## config.mk

```make
export PLATFORM = sky130hd
export DESIGN_NAME = multiplexed_display_flat
export DESIGN_NICKNAME = d
export VERILOG_FILES = /design/src/rtl/multiplexed_display_if.sv /design/src/rtl/multiplexed_display.sv /design/src/flat_wrapper.sv
export SDC_FILE = /design/constraint.sdc
export NUM_CORES = 1
export LEC_CHECK = 0
export ABC_AREA = 1
export CORE_MARGIN = 10
export CORE_UTILIZATION = 29
export CTS_BUF_LIST = sky130_fd_sc_hd__clkbuf_4
export CTS_CLUSTER_DIAMETER = 150
export DETAILED_ROUTE_END_ITERATION = 16
export PLACE_DENSITY = 0.48
export SYNTH_ARGS = -nofsm -noshare
export SYNTH_HDL_FRONTEND = slang
export SYNTH_SLANG_ARGS = --single-unit
```

## constraint.sdc

```tcl
create_clock -name clk_500Hz -period 6.3 [get_ports clk_500Hz]
set_input_delay 1.26 -clock clk_500Hz [delete_from_list [all_inputs] [get_ports clk_500Hz]]
set_output_delay 1.26 -clock clk_500Hz [all_outputs]
set_load 0.02 [all_outputs]
```

## src/rtl/multiplexed_display_if.sv

```systemverilog
// Front-panel display bus: view inputs from the parking controller and
// the registered active-low 7-segment / anode / colon drive back out.
interface multiplexed_display_if;
  logic       mode;
  logic [2:0] capacity;
  logic [1:0] empty_slot;
  logic [5:0] minutes;
  logic [5:0] seconds;
  logic [6:0] seg;
  logic [3:0] anode;
  logic       colon;

  modport master (
    output mode, capacity, empty_slot, minutes, seconds,
    input  seg, anode, colon
  );

  modport slave (
    input  mode, capacity, empty_slot, minutes, seconds,
    output seg, anode, colon
  );
endinterface

```

## src/rtl/multiplexed_display.sv

```systemverilog
// Four-digit time-multiplexed 7-segment driver (capacity/slot or MM:SS view).
// Optional macro COLON_BLINK_EN: colon blinks at 1 Hz in the time view.
module multiplexed_display (
  input  logic                  clk_500Hz,
  input  logic                  reset,
  multiplexed_display_if.slave  disp
);

  localparam int unsigned SEG_W     = 7;
  localparam int unsigned DIG_W     = 4;
  localparam int unsigned IDX_W     = 2;
  localparam int unsigned BLINK_W   = 8;
  localparam int unsigned BLINK_TERM = 249;

  localparam logic [DIG_W-1:0] DIG_BLANK = DIG_W'(10);
  localparam logic [DIG_W-1:0] DIG_DASH  = DIG_W'(11);

  // Digit value (0..9, blank, dash) to active-low gfedcba pattern
  function automatic logic [SEG_W-1:0] seg_of(input logic [DIG_W-1:0] d);
    logic [SEG_W-1:0] s;
    case (d)
      4'd0:    s = 7'b1000000;
      4'd1:    s = 7'b1111001;
      4'd2:    s = 7'b0100100;
      4'd3:    s = 7'b0110000;
      4'd4:    s = 7'b0011001;
      4'd5:    s = 7'b0010010;
      4'd6:    s = 7'b0000010;
      4'd7:    s = 7'b1111000;
      4'd8:    s = 7'b0000000;
      4'd9:    s = 7'b0010000;
      4'd11:   s = 7'b0111111;
      default: s = 7'b1111111;
    endcase
    return s;
  endfunction

  logic [IDX_W-1:0] scan_q, scan_d;
  logic [SEG_W-1:0] seg_q, seg_d;
  logic [3:0]       anode_q, anode_d;
  logic             colon_q, colon_d;
  logic             blink_c;

  logic [DIG_W-1:0] digit;
  logic [DIG_W-1:0] min_tens, min_ones, sec_tens, sec_ones;
  logic             min_ok, sec_ok;

`ifdef COLON_BLINK_EN
  logic [BLINK_W-1:0] blink_cnt_q, blink_cnt_d;
  logic               blink_q, blink_d;

  // 250-edge half period; flag low means colon lit
  always_comb begin
    blink_cnt_d = blink_cnt_q + BLINK_W'(1);
    blink_d     = blink_q;
    if (blink_cnt_q == BLINK_W'(BLINK_TERM)) begin
      blink_cnt_d = '0;
      blink_d     = ~blink_q;
    end
  end

  always_ff @(posedge clk_500Hz) begin
    if (reset) begin
      blink_cnt_q <= '0;
      blink_q     <= 1'b0;
    end else begin
      blink_cnt_q <= blink_cnt_d;
      blink_q     <= blink_d;
    end
  end

  assign blink_c = blink_q;
`else
  assign blink_c = 1'b0;
`endif

  // Pick the digit for the current scan slot and encode it
  always_comb begin
    min_ok   = (disp.minutes <= 6'd59);
    sec_ok   = (disp.seconds <= 6'd59);
    min_tens = DIG_W'(disp.minutes / 6'd10);
    min_ones = DIG_W'(disp.minutes % 6'd10);
    sec_tens = DIG_W'(disp.seconds / 6'd10);
    sec_ones = DIG_W'(disp.seconds % 6'd10);
    digit    = DIG_BLANK;
    colon_d  = 1'b1;

    if (disp.mode) begin
      colon_d = blink_c;
      case (scan_q)
        2'd3:    digit = min_ok ? min_tens : DIG_DASH;
        2'd2:    digit = min_ok ? min_ones : DIG_DASH;
        2'd1:    digit = sec_ok ? sec_tens : DIG_DASH;
        default: digit = sec_ok ? sec_ones : DIG_DASH;
      endcase
    end else begin
      case (scan_q)
        2'd3:    digit = DIG_W'(disp.capacity);
        2'd0:    digit = (disp.capacity == 3'd0) ? DIG_DASH
                                                 : DIG_W'(disp.empty_slot);
        default: digit = DIG_BLANK;
      endcase
    end

    seg_d   = seg_of(digit);
    anode_d = ~(4'b0001 << scan_q);
    scan_d  = scan_q + IDX_W'(1);
  end

  always_ff @(posedge clk_500Hz) begin
    if (reset) begin
      scan_q  <= '0;
      seg_q   <= '1;
      anode_q <= '1;
      colon_q <= 1'b1;
    end else begin
      scan_q  <= scan_d;
      seg_q   <= seg_d;
      anode_q <= anode_d;
      colon_q <= colon_d;
    end
  end

  assign disp.seg   = seg_q;
  assign disp.anode = anode_q;
  assign disp.colon = colon_q;

endmodule

```

## src/flat_wrapper.sv

```systemverilog
// flat-port wrapper written by rule: the top's interface ports become plain ports
module multiplexed_display_flat 
  (clk_500Hz, reset, disp_mode, disp_capacity, disp_empty_slot, disp_minutes, disp_seconds, disp_seg, disp_anode, disp_colon);
  multiplexed_display_if disp_i ();
  input  logic clk_500Hz;
  input  logic reset;
  input wire logic [$bits(disp_i.mode)-1:0] disp_mode;
  input wire logic [$bits(disp_i.capacity)-1:0] disp_capacity;
  input wire logic [$bits(disp_i.empty_slot)-1:0] disp_empty_slot;
  input wire logic [$bits(disp_i.minutes)-1:0] disp_minutes;
  input wire logic [$bits(disp_i.seconds)-1:0] disp_seconds;
  output wire logic [$bits(disp_i.seg)-1:0] disp_seg;
  output wire logic [$bits(disp_i.anode)-1:0] disp_anode;
  output wire logic [$bits(disp_i.colon)-1:0] disp_colon;
  assign disp_i.mode = disp_mode;
  assign disp_i.capacity = disp_capacity;
  assign disp_i.empty_slot = disp_empty_slot;
  assign disp_i.minutes = disp_minutes;
  assign disp_i.seconds = disp_seconds;
  assign disp_seg = disp_i.seg;
  assign disp_anode = disp_i.anode;
  assign disp_colon = disp_i.colon;
  multiplexed_display u_core (.clk_500Hz(clk_500Hz), .reset(reset), .disp(disp_i));
endmodule
```

==> results.cfg <==
[outcome]
status = complete, no violations

[placement]
place.gp.congestion = 0.813
dp_hpwl_mm = 2.88
numPortBuffers = 31

[power]
ir_drop_v = 0.0000465
power_density_nw_per_um2 = 181
p_leak_uw = 0.000911

[clock_tree]
cts-htree-levels = 1
cts_root_buf = clkbuf_4
cts_tree = built
postCtsSetupBuffers = 0
cts_sinks = 14
clk_pin_slew_ns = 0.08
holdBufCountCts = 0
clk_latency_ns = 0.27
postCtsResizedCells = 0
cts_buffers = 3
clockBufferDepth = 2

[routing]
first_pass_iters = 6
drtAntennaViolNets = 0
dr.first_iter.drc_count = 46
wl_per_cell_um = 10.9
wl_mm = 3.34
vias = 1397
post-route-drc-count = 0
vias_per_cell = 4.58

[synthesis]
syn_area_um2 = 1360
yosysUniqueCellTypes = 28
ys_ff_latch = 14
synth_area_per_cell_um2 = 6.17
synthCells = 221
yosysWarnings = 0
yosysSeqAreaShare = 0.206
syn-num-nets = 252

[floorplanning]
num_io_pins = 32
placementRows = 24
die_h_um = 88.5
die_w_um = 88.5
die_area_um2 = 7840
start_util = 0.307
coreArea_um2 = 4440

[cells_and_area]
nets = 285
drive_above_1_share = 0.126
area_delta_synth_final_pct = 28.3
antennaDiodeCount = 0

[global_route]
top_usage_layer = met2
grt_max_degree = 12
grt.met2_usage = 0.161
grtUsageMet1 = 0.110
grt_pass1_vias = 1351
grt_use_met3 = 0.0175
grt-ovfl-total = 0
antenna_found_initial = 0
grt_pass1_wl_mm = 5.89
gr-usage-all-layers = 0.0908

[worst_setup_path]
crit_path_end_kind = register
arrival_ns = 3.79
cp.required_ns = 6.45
timing_worst_setup_path_type = in2reg
critPathMaxFanout = 8
crit_path_start_kind = input pin

[flow_run]
drv_cap = 0

[timing]
period_needed_ns = 3.64
hold_slack_ns = 0.472
report.final.hold_viol_count = 0
tightest_slew_ns = 0.313
finClkSkew_ns = 0.00242
clock.fmax_mhz = 275
report.final.slew_viol_count = 0
slew_headroom = 0.791
tns_ns = 0
finalSetupViolations = 0
rsz0062_at_grt = false
fin_crit_sh = 0.578

[min_path]
min_path_type = reg2reg
==> cells by family (layout without fill, tap and decap cells) <==
kind of cell | after synthesis | after routing | share of synthesized area
adders and majority gates | 11 | 11 | 0.101
xor gates and xnor gates | 2 | 2 | 0.0129
buffers and inverters | 44 | 76 | 0.125
AOI/OAI and AO/OA | 25 | 25 | 0.125
and+or+nand+nor | 125 | 125 | 0.431
DFF | 14 | 14 | 0.206
==> metrics by stage <==
step | setup slack [ns] | power, µW | instances | cell area, µm² | utilization
2_1_floorplan | 3.16 | 215 | 221 | 1360 | -
3_3_place_gp | 2.40 | 272 | 301 | 1720 | 0.387
3_5_place_dp | 2.36 | 270 | 301 | 1720 | 0.387
4_1_cts | 2.65 | 320 | 305 | 1750 | 0.393
5_1_grt | 2.30 | 346 | 305 | 1750 | 0.393
6_report | 2.66 | 316 | 305 | 1750 | 0.393
==> routing by layer <==
metal | share of wire | wire length, µm
met5 | 0 | 0
met4 | 0.0036 | 12
met3 | 0.070 | 233
met2 | 0.44 | 1460
met1 | 0.49 | 1640
==> worst paths after layout <==
kind / from / endpoint / slack [ns] / cells after the start
setup / recovery: disp_minutes[5] / u_core.disp.seg[3] / 2.66 / 22
hold / removal: u_core.scan_q[0] / u_core.scan_q[0] / 0.47 / 1
setup reg to reg: u_core.scan_q[0] / u_core.disp.seg[6] / 3.90 / 14
hold reg to reg: u_core.scan_q[0] / u_core.scan_q[0] / 0.47 / 1
==> cell usage in the layout (no fill, tap or decap), drive strengths merged, types with 3 or more instances in the layout <==
master         Yosys  final
nand4              3      3
inv               41     41
a21oi             10     10
nand3             33     33
clkdlybuf4s50      0     31
nor2               8      8
dfxtp             14     14
o21ai             10     10
clkbuf             1      3
ha                11     11
nand2             78     78
==> cell usage after synthesis <==
cell type / instances / area [µm²]
nand3b_1: 1 / 7.51
nand3_1: 30 / 150
nand4_1: 3 / 18.8
nor2_1: 8 / 30.0
o21ai_1: 1 / 5.00
clkbuf_1: 1 / 3.75
nand3_2: 3 / 30.0
o211ai_1: 1 / 7.51
nor3_1: 1 / 5.00
a21oi_4: 2 / 32.5
a31o_2: 1 / 8.76
nand3b_4: 1 / 20.0
o31ai_1: 1 / 7.51
o21ai_2: 2 / 17.5
xnor2_1: 1 / 8.76
nand2_1: 65 / 244
ha_1: 11 / 138
dfxtp_1: 14 / 280
xor2_1: 1 / 8.76
a211oi_1: 1 / 7.51
nand2_2: 13 / 81.3
a21oi_1: 8 / 40.0
inv_1: 34 / 128
o21ai_0: 7 / 35.0
inv_2: 7 / 26.3
o2111ai_1: 1 / 8.76
buf_4: 1 / 7.51
buf_2: 1 / 5.00
==> cell type report <==
| type | instances | area [µm²] |
|---|---|---|
| clock buffers | 3 | 22.5 |
| fillers | 493 | 2700 |
| repair buffers | 31 | 310 |
| clock inverters | 1 | 3.75 |
| flip-flops and latches | 14 | 280 |
| well taps | 52 | 65.1 |
| multi-input cells | 163 | 912 |
| inverters | 41 | 154 |
==> sequential cells by signal (all words and copies together) (netlist names) <==
register	count
u_core.disp.anode	4
u_core.scan_q	2
u_core.disp.seg	7
u_core.disp.colon	1
==> critical path, stage by stage <==
cell and delay [ns]:
clkdlybuf4s50_1 0.65, inv_1 0.15, nand2_1 0.08, nand3_1 0.09, nand2_2 0.09, nand2_2 0.06, nand2_2 0.08, nand3_2 0.07
nand2_2 0.08, nand3_1 0.07, nand3_1 0.09, nand2_1 0.06, nand2_1 0.06, nand3_1 0.09, nand2_1 0.16, inv_1 0.09
ha_1 0.30, inv_1 0.04, nand2_1 0.05, nand2_1 0.05, nand2_1 0.05, nand3_1 0.07
==> where the power goes <==
group | switching, µW | total, µW | internal (µW)
combinational | 94.8 | 163 | 68.4
sequential | 3.13 | 103 | 100
clock | 27.0 | 49.9 | 22.9
total | 125 | 316 | 191
Power figures use the tool's default switching activity.
